File: config.mk
export PLATFORM = sky130hd
export DESIGN_NAME = jts16_bank_arb
export DESIGN_NICKNAME = d
export VERILOG_FILES = /design/src/rtl/jts16_bank_arb.sv
export SDC_FILE = /design/constraint.sdc
export NUM_CORES = 1
export LEC_CHECK = 0
export CELL_PAD_IN_SITES_DETAIL_PLACEMENT = 1
export CELL_PAD_IN_SITES_GLOBAL_PLACEMENT = 1
export CORE_MARGIN = 2
export CORE_UTILIZATION = 27
export CTS_CLUSTER_SIZE = 12
export DETAILED_ROUTE_END_ITERATION = 12
export PLACE_DENSITY = 0.93
export SYNTH_ARGS = -nofsm -noshare
export SYNTH_HDL_FRONTEND = slang
export SYNTH_SLANG_ARGS = --single-unit
File: constraint.sdc
create_clock -name clk -period 2.5 [get_ports clk]
set_clock_uncertainty 0.15 [all_clocks]
set_input_delay 0.5 -clock clk [delete_from_list [all_inputs] [get_ports clk]]
set_output_delay 0.5 -clock clk [all_outputs]
set_load 0.01 [all_outputs]
File: src/rtl/jts16_bank_arb.sv
// ---------------------------------------------------------------------------
// jts16_bank_arb
//
// Purpose:
//   Arbitrates four request banks onto a single SDRAM core command port and
//   inserts periodic refresh cycles. Bank0 can read or write. Banks 1-3 are
//   read-only. Banks are served round-robin. A pending refresh always takes
//   priority over bank traffic when the arbiter is idle.
//
// Parameters:
//   RFSH_CNT    clock cycles between refresh requests while refresh_en is high
//
// Ports:
//   rst, clk                 synchronous active-high reset, single clock
//   ba0_addr/rd/wr/din/din_m bank0 request (address, read, write, data, mask)
//   ba1..3_addr, ba1..3_rd   bank1-3 read requests
//   ba0..3_ack               one-cycle pulse when the core accepts a command
//   ba0..3_rdy               one-cycle pulse when read data is valid or a
//                            write has completed
//   data_read                last read data, shared by all banks
//   refresh_en               refresh counting allowed (blanking period)
//   sdr_req/ba/addr/we/din/mask  command to the SDRAM core
//   sdr_rfsh                 refresh request to the SDRAM core
//   sdr_gnt                  core accepted the current command or refresh
//   sdr_dok                  core finished the data phase
//   sdr_dout                 core read data
// ---------------------------------------------------------------------------
module jts16_bank_arb #(
  parameter logic [7:0] RFSH_CNT = 8'd64
) (
  input  logic        rst,
  input  logic        clk,

  input  logic [21:0] ba0_addr,
  input  logic        ba0_rd,
  input  logic        ba0_wr,
  input  logic [15:0] ba0_din,
  input  logic [1:0]  ba0_din_m,

  input  logic [21:0] ba1_addr,
  input  logic [21:0] ba2_addr,
  input  logic [21:0] ba3_addr,
  input  logic        ba1_rd,
  input  logic        ba2_rd,
  input  logic        ba3_rd,

  output logic        ba0_ack,
  output logic        ba1_ack,
  output logic        ba2_ack,
  output logic        ba3_ack,
  output logic        ba0_rdy,
  output logic        ba1_rdy,
  output logic        ba2_rdy,
  output logic        ba3_rdy,
  output logic [31:0] data_read,

  input  logic        refresh_en,

  output logic        sdr_req,
  output logic [1:0]  sdr_ba,
  output logic [21:0] sdr_addr,
  output logic        sdr_we,
  output logic [15:0] sdr_din,
  output logic [1:0]  sdr_mask,
  output logic        sdr_rfsh,
  input  logic        sdr_gnt,
  input  logic        sdr_dok,
  input  logic [31:0] sdr_dout
);

  typedef enum logic [1:0] {
    IDLE,
    CMD,
    DATA,
    RFSH
  } state_t;

  state_t      state;
  logic [1:0]  last;
  logic [3:0]  ack;
  logic [3:0]  rdy;
  logic [3:0]  req;
  logic [1:0]  win;
  logic [21:0] win_addr;
  logic [7:0]  rfsh_cnt;
  logic        rfsh_pend;
  logic        rfsh_done;

  // Bank0 requests on either read or write; the others only read.
  assign req = {ba3_rd, ba2_rd, ba1_rd, ba0_rd | ba0_wr};

  // Round-robin pick: the bank closest after 'l' (wrapping) that requests.
  // Walking from the farthest candidate to the nearest lets the nearest
  // one overwrite the result, so no early exit is needed.
  function automatic logic [1:0] pick(input logic [3:0] r, input logic [1:0] l);
    logic [1:0] c;
    pick = l;
    for (int i = 4; i >= 1; i--) begin
      c = l + 2'(i);
      if (r[c]) pick = c;
    end
  endfunction

  assign win = pick(req, last);

  // Address of the winning bank, latched when the command is issued.
  always_comb begin
    win_addr = ba0_addr;
    case (win)
      2'd0:    win_addr = ba0_addr;
      2'd1:    win_addr = ba1_addr;
      2'd2:    win_addr = ba2_addr;
      default: win_addr = ba3_addr;
    endcase
  end

  assign rfsh_done = (state == RFSH) && sdr_gnt;

  // Refresh timer. Counts only while refresh is allowed. An expiry while a
  // refresh is already pending just keeps the flag set. If an expiry lands
  // on the cycle the previous refresh is granted, the new expiry wins so no
  // refresh slot is lost.
  always_ff @(posedge clk) begin
    if (rst) begin
      rfsh_cnt  <= 8'd0;
      rfsh_pend <= 1'b0;
    end else begin
      if (rfsh_done) rfsh_pend <= 1'b0;
      if (refresh_en) begin
        if (rfsh_cnt == RFSH_CNT - 8'd1) begin
          rfsh_cnt  <= 8'd0;
          rfsh_pend <= 1'b1;
        end else begin
          rfsh_cnt <= rfsh_cnt + 8'd1;
        end
      end
    end
  end

  // Main arbiter FSM. All command fields are latched on leaving IDLE and
  // stay put until the next IDLE exit, so requesters may drop their
  // request right after it has been seen. ack/rdy are cleared every cycle
  // and set only for the latched bank, making them single-cycle pulses.
  always_ff @(posedge clk) begin
    if (rst) begin
      state     <= IDLE;
      last      <= 2'd3;
      ack       <= 4'd0;
      rdy       <= 4'd0;
      data_read <= 32'd0;
      sdr_req   <= 1'b0;
      sdr_ba    <= 2'd0;
      sdr_addr  <= 22'd0;
      sdr_we    <= 1'b0;
      sdr_din   <= 16'd0;
      sdr_mask  <= 2'd0;
      sdr_rfsh  <= 1'b0;
    end else begin
      ack <= 4'd0;
      rdy <= 4'd0;
      case (state)
        IDLE: begin
          if (rfsh_pend) begin
            sdr_rfsh <= 1'b1;
            state    <= RFSH;
          end else if (|req) begin
            sdr_req  <= 1'b1;
            sdr_ba   <= win;
            sdr_addr <= win_addr;
            sdr_we   <= (win == 2'd0) && ba0_wr;
            sdr_din  <= (win == 2'd0) ? ba0_din : 16'd0;
            sdr_mask <= (win == 2'd0) ? ba0_din_m : 2'd0;
            last     <= win;
            state    <= CMD;
          end
        end
        CMD: begin
          if (sdr_gnt) begin
            sdr_req     <= 1'b0;
            ack[sdr_ba] <= 1'b1;
            state       <= DATA;
          end
        end
        DATA: begin
          if (sdr_dok) begin
            if (!sdr_we) data_read <= sdr_dout;
            rdy[sdr_ba] <= 1'b1;
            state       <= IDLE;
          end
        end
        RFSH: begin
          if (sdr_gnt) begin
            sdr_rfsh <= 1'b0;
            state    <= IDLE;
          end
        end
        default: state <= IDLE;
      endcase
    end
  end

  assign {ba3_ack, ba2_ack, ba1_ack, ba0_ack} = ack;
  assign {ba3_rdy, ba2_rdy, ba1_rdy, ba0_rdy} = rdy;

endmodule

=== Yosys cells after proc, flatten, opt, wreduce, memory -nomap -nowiden ===
Cells that the tools add are included.

* Flip-flop bits (word level): 98
* Input bits: 148
* Logic and storage cells: 88

* Add/sub/neg operators: 4
* $lt $le $gt $ge: 5
* Equal/unequal tests: 13
* Multiplexer cells: 30
* Bitwise logic cells: 7
* Reduce and logical (&&, ||, !) cells: 15

{| class="wikitable"
|+ Operator list
! cell !! count
|-
| 22-bit one-hot mux with 3 select lines || 1
|-
| 2-bit 2-to-1 mux || 9
|-
| 16-bit 2-to-1 mux || 1
|-
| 2-bit by 3-bit < comparator with 1-bit output, second input constant || 4
|-
| 2-bit inequality test, second input constant || 6
|-
| 1-bit 2-to-1 mux || 11
|-
| 3-bit AND reduction || 3
|-
| 8-bit by 1-bit adder with 8-bit output, second input constant || 1
|-
| 8-bit by 6-bit == test with 1-bit output, second input constant || 1
|-
| 8-bit 2-to-1 mux || 1
|-
| 2-bit one-hot mux with 4 select lines || 1
|-
| 4-bit AND reduction || 2
|-
| 1-bit binary-select mux with 2-bit select || 3
|-
| 2-bit == test, second input constant || 3
|-
| 1-bit NOT || 6
|-
| 3-bit OR reduction || 2
|-
| 2-bit adder, second input constant || 2
|-
| 2-bit by 1-bit == test with 1-bit output, second input constant || 2
|-
| 2-bit zero test || 2
|-
| 1-bit one-hot mux with 2 select lines || 2
|-
| 2-bit nonzero test || 2
|-
| 4-bit OR reduction || 1
|-
| 1-bit logical AND || 3
|-
| 3-bit inequality test, second input constant || 1
|-
| 4 further kinds || 4
|}

=== Depth between registers and ports, before layout ===
Gate-level depths: netlist (run 1).

* Depth in word-level cells: 8
* Depth in mapped cells: 8
* Depth with buffers taken out: 5

=== Worst setup path before layout (run 1) ===
Ideal clock, no wire load.

* Kind: input-to-reg
* Start: input ba0_rd
* End: register sdr_addr[10]
* Arrival: 1.744 ns
* Data required time: 2.217 ns
* Slack: 0.473 ns
* Stages: 7
* Path through: or2_0 -> buf_2 -> o41ai_4 -> nor2_1 -> o21ai_1 -> buf_2 -> o221ai_1

* Longest elaborated chain between the ends: 8

{| class="wikitable"
|+ RTL lines
! element !! line !! RTL
|-
| start: declaration || 35 || <nowiki>input logic ba0_rd,</nowiki>
|-
| 1-bit OR (*) || 90 || <nowiki>assign req = {ba3_rd, ba2_rd, ba1_rd, ba0_rd | ba0_wr};</nowiki>
|-
| 1-bit binary-select mux with 2-bit select || 100 || <nowiki>if (r[c]) pick = c;</nowiki>
|-
| 1-bit 2-to-1 mux (implied by the code) || 100 ||
|-
| 2-bit 2-to-1 mux (3 in series) || 100 ||
|-
| 2-bit == test, or another cell as far along || 109 || <nowiki>case (win)</nowiki>
|-
| 22-bit one-hot mux with 3 select lines || 109 ||
|-
| end signal: assignment || 169 || <nowiki>sdr_addr <= win_addr;</nowiki>
|-
| end: declaration || 61 || <nowiki>output logic [21:0] sdr_addr,</nowiki>
|}

Every way passes the cells marked *; elsewhere a longest branch is shown, timed or not. The select of a mux whose other input is x is not followed.
A chain may end at the register's enable or synchronous reset.

=== Worst setup path after layout (run 1) ===
* Start: input ba0_wr
* End: register sdr_addr[15]

* Longest elaborated chain between the ends: 8

{| class="wikitable"
|+ RTL lines
! element !! line !! RTL
|-
| start: declaration || 36 || <nowiki>input logic ba0_wr,</nowiki>
|-
| 1-bit OR (*) || 90 ||
|-
| 1-bit binary-select mux with 2-bit select || 100 ||
|-
| 1-bit 2-to-1 mux (implied by the code) || 100 ||
|-
| 2-bit 2-to-1 mux (3 in series) || 100 ||
|-
| 2-bit == test, or another cell as far along || 109 ||
|-
| 22-bit one-hot mux with 3 select lines || 109 ||
|}

Marked as above.

==> metrics list, run 1 <==
* Number of enable-type register cells in the synthesized netlist: 0
* Static leakage: 2.710 nW
* Hold Crit Start: data_read[8]
* Sequential share of the synthesized area: 48.44%
- The cell sitting at the root of the clock tree is a sky130_fd_sc_hd__clkbuf_16.
* Origin of the critical flop-to-flop path: last[0]
- Routability-driven placement finished with a final weighted congestion of 0.8575.
- # Post-CTS Setup Buffers: 0
- Leaving out filler cells and counting taps, the final layout contains 874.
- Total core area: 0.01459 mm2
- Power per unit of standard cell area: 672.6 mW/mm2
- Arrival time of data at the critical path endpoint: 2.33 ns
- Top achievable clock speed: 440.4 MHz
- Antenna violations before repair: 0
- Synthesized cell area: 0.004050 mm2
* Sum of negative setup slack: 0 ns
- Die H: 126.5 um
- Across all hold checks on the routed design, the worst slack comes to 0.3052 ns.
- Number of instances in the synthesized netlist: 454
- Counting flops with an async set or reset pin after synthesis yields a share of 0%.
- The path with the worst hold slack has its endpoint at data_read[8].
- Number of vias after detailed routing: 4290
* Most instantiated cells after synthesis: sky130_fd_sc_hd__nand2_1, sky130_fd_sc_hd__dfxtp_1, sky130_fd_sc_hd__mux2i_1, sky130_fd_sc_hd__a21oi_1, sky130_fd_sc_hd__nor2_1
- Final hold vios: 0
- The count of buffers added on input and output ports is 232.
* Fin crit period: 2.270 ns
- The pre-antenna-repair detailed-routing pass consisted of 4 iterations.
* Distinct cell type count after synthesis: 36
- Estimated wirelength of the detail-placed design: 11940 um
* Instance count along the most critical hold path: 2
- In this run the number of H-tree levels came out at 3.
- The worst pin sits at a relative slew slack of 73.00%.
- 0 antenna diodes ended up in the layout.
- In the global route stage, met2 resource usage came out at 33.60%.
* Met1 Use GR: 20.86%
- Cell types occupying the most area after synthesis: sky130_fd_sc_hd__dfxtp_1, sky130_fd_sc_hd__mux2i_1, sky130_fd_sc_hd__nand2_1, sky130_fd_sc_hd__a21oi_1, sky130_fd_sc_hd__o221ai_1
- Antenna-violating nets left: 0
- Summing all non-filler instances in the final layout gives an area of 0.007047 mm2.
* Area of the die: 0.01600 mm2
- Clock Path Buffers: 2
- Peak supply drop: 0.0002763 V
- The floorplan has 44 rows.
- Maximum number of pins on one net before global-route repair: 27
- In this run, the number of DRC markers left after iteration 0 of detailed routing was 141.
- The final layout contains routed wiring with a total length of 15290 um.
- GR Layer Usage met3: 4.175%
* Number of remaining DRC errors: 0
- The max-slew violation count came to 0.
* Global routing usage summed across all routing layers: 18.62%
* Layout net count: 834
- The run finished with clean final reports.
* Hold-fix buffer count after cts: 0
- Final core occ: 48.30%
- The min-delay analysis places its worst path in the category reg -> reg.
* Pre-CTS setup slack: -0.1282 ns
- Counting the buffers created by CTS gives 9.
- Number of storage elements in the synthesis netlist: 98
- Setup slack on the critical path of the routed design comes to 0.2295 ns.
- The number of global-route vias before repair came to 4686.
- The worst setup path is of the in -> reg kind.
- The number of cells on the worst reg-to-reg path is 6.
- Synthesis produced a netlist with a net count of 603.
* Fraction of post-synthesis cell area in the top cell type by area: 48.44%
* Average detailed-routed wire length per instance: 17.49 um
- After detailed placement, the total cell area comes to 0.006695 mm2.
- Layer carrying the most global-route usage: met2
- Overall power consumption after layout is estimated at 4.740 mW.
- The initial utilization of the core area, before any placement, comes to 27.76%.
* Total of cells resized after clock tree synthesis: 0
- 233 I/O pins were placed.
- The first global-routing pass estimated 23890 um of wire.
- The total overflow left after global routing is 0.
- Required time reported for the critical path endpoint: 2.56 ns
* Launching element type of the critical path: primary input
- Clock net sink count: 98
- Clock Pin Slew Worst Setup and Hold Paths: 0.07 ns
- Of all nets on the critical path, the largest fanout is 7.
* Worst setup slack for register-to-register paths: 0.56 ns
- After detailed routing, the number of vias per cell comes to 4.908.
- The post-route netlist has 6.957% of its cells at a drive strength greater than 1.
* Most used flip-flop cell after synthesis: sky130_fd_sc_hd__dfxtp_1
- The tool flagged a number of max-cap violations equal to 0.
* TritonCTS clock tree: built
- Cell accounting for the most synthesized area: sky130_fd_sc_hd__dfxtp_1
- Most used standard cell by instance count after synthesis: sky130_fd_sc_hd__nand2_1
- Of the available clock period, the critical path in the final layout requires 90.82%.
* Unrepaired setup endpoints after global routing: no
- Clock Latency Late Sink: 0.34 ns
- Post-Place Cells: 858
- CP Capture Type: register
* Number of setup violations in the final report: 0
- Capturing point of the worst reg2reg path: sdr_addr[2]
- Synth warn: 0
- Die extent in x: 126.5 um
* Synth Area per Inst: 8.921 um2
* Area Overhead vs Synth: 73.99%
- At the pin with the least slew margin, the transition time is 0.4051 ns.
[routing by layer]
| layer | vias to the layer above | routed length (um) |
|---|---|---|
| li1 | 2052 | - |
| met3 | 29 | 949 |
| met5 | - | 0 |
| met4 | 0 | 427 |
| met2 | 153 | 7720 |
| met1 | 2056 | 6188 |
[sequential cells by signal, indices dropped and copies added (netlist names)]
name and count:
ack 4, data_read 32, last 2, rdy 4
rfsh_cnt 8, rfsh_pend 1, sdr_addr 22, sdr_ba 2
sdr_din 16, sdr_mask 2, sdr_req 1, sdr_rfsh 1
sdr_we 1, state 2
[worst max-delay path, stage by stage]
cell and delay (ns):
sky130_fd_sc_hd__clkdlybuf4s50_1 0.47, sky130_fd_sc_hd__or2_0 0.26, sky130_fd_sc_hd__buf_4 0.18, sky130_fd_sc_hd__nand3b_1 0.11, sky130_fd_sc_hd__nand3_4 0.13, sky130_fd_sc_hd__buf_4 0.20, sky130_fd_sc_hd__mux2i_1 0.30, sky130_fd_sc_hd__o221ai_1 0.16
[cells in the final DEF, fill, tap and decap left out, drive strengths merged, types with 2 or more instances in the layout]
cell and instances:
a211oi 3, xor2 4, xnor2 3, nor2 39, nor3 7, a21oi 42
clkinv 2, or3 5, o21ai 3, mux2i 47, bufinv 3, nand2 99
clkdlybuf4s50 231, clkbuf 10, buf 25, or2 3, nand4 4, nand2b 4
a32oi 18, dfxtp 98, inv 6, o221ai 22
[where the power goes]
group,switching (mW),internal [mW],leakage [nW]
Clock,0.600,1.01,0.173
Combinational,0.571,0.747,1.74
Sequential,0.107,1.71,0.799
Total,1.28,3.46,2.71
[final cells by class]
type	instances	area [um2]
clock buffer	10	239.0
fill	1654	7542
multi-input combinational	315	1924
sequential	98	1962
tap	184	230.2
clock inverter	6	112.6
timing repair buffer	256	2560
inverter	5	18.77
[worst max path at each step]
stage                start            to  cells after the start
floorplan           ba0_rd  sdr_addr[10]                      7
global placement    ba0_wr  sdr_addr[15]                      8
detailed placement  ba0_wr  sdr_addr[15]                      8
CTS                 ba0_wr  sdr_addr[15]                      8
global route        ba0_wr   sdr_din[14]                      8
finish              ba0_wr  sdr_addr[15]                      8
[cells by family after synthesis]
| family | count (synthesis) | synth area share (%) |
|---|---|---|
| flops | 98 | 48.44 |
| simple gates | 168 | 17.58 |
| compound gates | 92 | 15.94 |
| buf+inv | 41 | 4.603 |
| xor+xnor | 7 | 1.514 |
| mux | 47 | 11.62 |
| fa+ha+maj | 1 | 0.3089 |
No activity file was read; power rests on OpenSTA's default activity.
==> inputs of run 2 (changes only) <==
==> config.mk (replaced) <==
export PLATFORM = sky130hd
export DESIGN_NAME = jts16_bank_arb
export DESIGN_NICKNAME = d
export VERILOG_FILES = /design/src/rtl/jts16_bank_arb.sv
export SDC_FILE = /design/constraint.sdc
export NUM_CORES = 1
export LEC_CHECK = 0
export CORE_MARGIN = 2
export CORE_UTILIZATION = 38
export CTS_CLUSTER_SIZE = 12
export DETAILED_ROUTE_END_ITERATION = 12
export GPL_TIMING_DRIVEN = 0
export PLACE_DENSITY = 0.92
export SYNTH_ARGS = -nofsm -noshare
export SYNTH_HDL_FRONTEND = slang
export SYNTH_SLANG_ARGS = --single-unit
==> metrics list, run 2 (synthesis results as in run 1) <==
* Slew headroom: 52.39%
* Multi-input logic area: 0.001906 mm2
- Entering global routing, the biggest net connects 19 pins.
- Most flops, register: data_read
- TritonCTS buffer count: 9
* Number of rows in the core area: 37
- Maximum level of the CTS H-tree: 3
* Area of the die: 0.01150 mm2
- Input and output buffers added on the ports amount to 231.
- The startpoint identified for the worst register-to-register timing path is state[0].
* TritonCTS clock tree: built
* Instance count along the most critical hold path: 2
* Layout net count: 847
- The endpoint identified for the worst register-to-register timing path is last[0].
- STA classifies the critical path endpoint as a register.
- Net switching is 30.72% of the power.
- Required time reported for the critical path endpoint: 2.58 ns
* Number of remaining DRC errors: 0
- Max-slew violation count: 0
- Max cap viols: 0
- The share of total power dissipated in combinational logic is 31.6%.
- The analysis attributes to net switching a power of 1.250 mW.
- Counting stages on the worst path, the most repeated cell is sky130_fd_sc_hd__buf_2.
* Cell with the largest stage delay on the worst path: sky130_fd_sc_hd__clkdlybuf4s50_1
- Fin crit period: 2.412 ns
- The first routing iteration left 228 violations.
- The register with the most flip-flops in the layout has 32 of them.
- Relative contribution of the clock network to total power: 24.4%
- Once the floorplan was initialized, standard cells occupied 39.23% of the core.
* Clock Path Buffers: 2
- Antenna Cells: 0
* Clock net sink count: 98
- Estimated wirelength of the detail-placed design: 11010 um
- Largest registers ranked by flip-flop count: data_read (32), sdr_addr (22), sdr_din (16)
- The detailed router placed 4253 vias in this run.
* Top achievable clock speed: 414.5 MHz
- Registers are responsible for 44.0% of the overall power.
* RePlAce Congestion: 0.8827
- Arrival time of data at the critical path endpoint: 2.49 ns
- Clock Latency Late Sink: 0.36 ns
- Remaining global-route overflow: 0
- Worst setup slack for register-to-register paths: 0.35 ns
- Number of standard cells in the layout, taps in and fillers out: 839
* Wire length of the first global-routing pass: 21050 um
- Post-Route WL: 13860 um
- The path with the worst hold slack has its endpoint at data_read[28].
- Setup repair after global routing left no endpoint under its margin.
* Die extent in x: 107.2 um
- The library cell used most frequently in the layout, excluding fill and tap cells, is sky130_fd_sc_hd__clkdlybuf4s50_1.
- Area Overhead vs Synth: 66.94%
* Critical Setup Path Class: in -> reg
* Detailed-router iteration count before antenna repair: 7
* Launching element type of the critical path: primary input
* Ratio of cells with drive above 1 in the final layout: 5.974%
- Antenna violations before repair: 0
* Hold Crit Start: data_read[28]
- DP Area: 0.006533 mm2
- Worst Tran Pin Value: 0.7088 ns
- Dividing the final minimum period by the clock period gives 96.49%.
- Power per unit of standard cell area: 602.0 mW/mm2
- Ratio of routed vias to standard cells: 5.069
* Global routing usage summed across all routing layers: 23.25%
- Via count of the first global-routing pass: 4364
- Number of fill cells: 827
- Min-delay worst type: reg -> reg
- VDD sags by at most 0.0003822 V.
- The floorplan step defined a core boundary enclosing 0.01032 mm2.
- Average detailed-routed wire length per instance: 16.52 um
- Max FO, Critical Path: 10
- Die H: 107.2 um
- Summing all flip-flop and latch instances after layout gives 0.001962 mm2.
- Internal power comes to 2.820 mW.
* Final hold vios: 0
- Once detail routing completed, the nets flagged for antenna violations numbered 0.
- The flow ran to the end, and the final reports show no timing, DRC or antenna violations.
- Most frequent cells in the layout: sky130_fd_sc_hd__clkdlybuf4s50_1, sky130_fd_sc_hd__nand2_1, sky130_fd_sc_hd__dfxtp_1
* Post-Place Cells: 821
- The number of cells on the worst reg-to-reg path is 8.
- After clock tree synthesis, the clock-pin slew on the worst setup and hold paths is 0.09 ns.
* Root buf cell: sky130_fd_sc_hd__clkbuf_8
- Static leakage: 2.598 nW
- The largest single stage delay on the critical path is 0.51 ns.
* CP Cell Sequence: clkdlybuf4s50_1 -> or2_0 -> buf_2 -> o211ai_1 -> nand3_1 -> buf_4 -> buf_2 -> mux2i_1 -> o221ai_1
- Post-route design area: 0.006761 mm2
* Number of setup violations in the final report: 0
* Number of top-level pins: 233
[run 2: what timing repair did]
item / 4_1_cts / 5_1_grt
gates resized for setup: 0 / 12
endpoints found under the setup margin: 0 / 36
setup buffers: 0 / 2
hold buffers: 0 / 0
[run 2: routing by layer]
layer | global-route usage (%) | vias to the layer above | share of wire, %
met5 | 0 | - | 0
li1 | - | 2073 | -
met1 | 24.39 | 1995 | 38
met2 | 43.40 | 167 | 52
met4 | 7.328 | 0 | 1.7
met3 | 7.720 | 18 | 8.3
[run 2: how the worst max path moves through the flow]
| stage | from | to | slack (ns) | cells past startpoint |
|---|---|---|---|---|
| 2_1_floorplan | ba0_rd | sdr_addr[10] | 0.47 | 7 |
| 3_3_place_gp | ba0_wr | sdr_addr[6] | -0.34 | 8 |
| 3_5_place_dp | ba0_wr | sdr_addr[14] | -0.40 | 8 |
| 4_1_cts | ba0_wr | sdr_addr[11] | 0.005 | 8 |
| 5_1_grt | ba0_wr | sdr_addr[1] | 0.01 | 9 |
| 6_report | ba0_wr | sdr_addr[1] | 0.09 | 9 |
[run 2: stage by stage]
| stage | setup TNS (ns) | worst slack, ns | total power, mW | utilization (%) | hold slack, ns |
|---|---|---|---|---|---|
| after detailed placement | -13.53 | -0.4043 | 3.094 | 63.28 | 0.2973 |
| after floorplan | 0 | 0.4733 | 2.424 | - | 0.3038 |
| after CTS | 0 | 0.005304 | 4.097 | 65.16 | 0.3103 |
| after global routing | 0 | 0.009856 | 4.275 | 65.50 | 0.3333 |
| after global placement | -11.33 | -0.3438 | 3.041 | 63.28 | 0.2930 |
| final | 0 | 0.08772 | 4.070 | 65.50 | 0.3078 |
[run 2: final cells by class]
type | instances | area share [%]
clock inverter | 6 | 0.8327
buffer | 36 | 2.720
tap | 136 | 2.517
sequential | 98 | 29.02
multi-input combinational | 315 | 28.18
timing repair buffer | 233 | 34.42
clock buffer | 10 | 2.036
inverter | 5 | 0.2776
[run 2: critical path, delay by kind of cell]
kind	cells	cell delay, ns
AOI/OAI and AO/OA	2	0.26
buffers and inverters	4	1.20
muxes	1	0.31
and+or+nand+nor	2	0.22
[run 2: power by group through the flow]
stage	registers [mW]	clock network (mW)	logic (mW)
floorplan	1.87	0	0.552
global placement	1.81	0	1.23
detailed placement	1.82	0	1.27
CTS	1.79	1.03	1.27
global route	1.80	1.09	1.38
finish	1.79	0.994	1.29
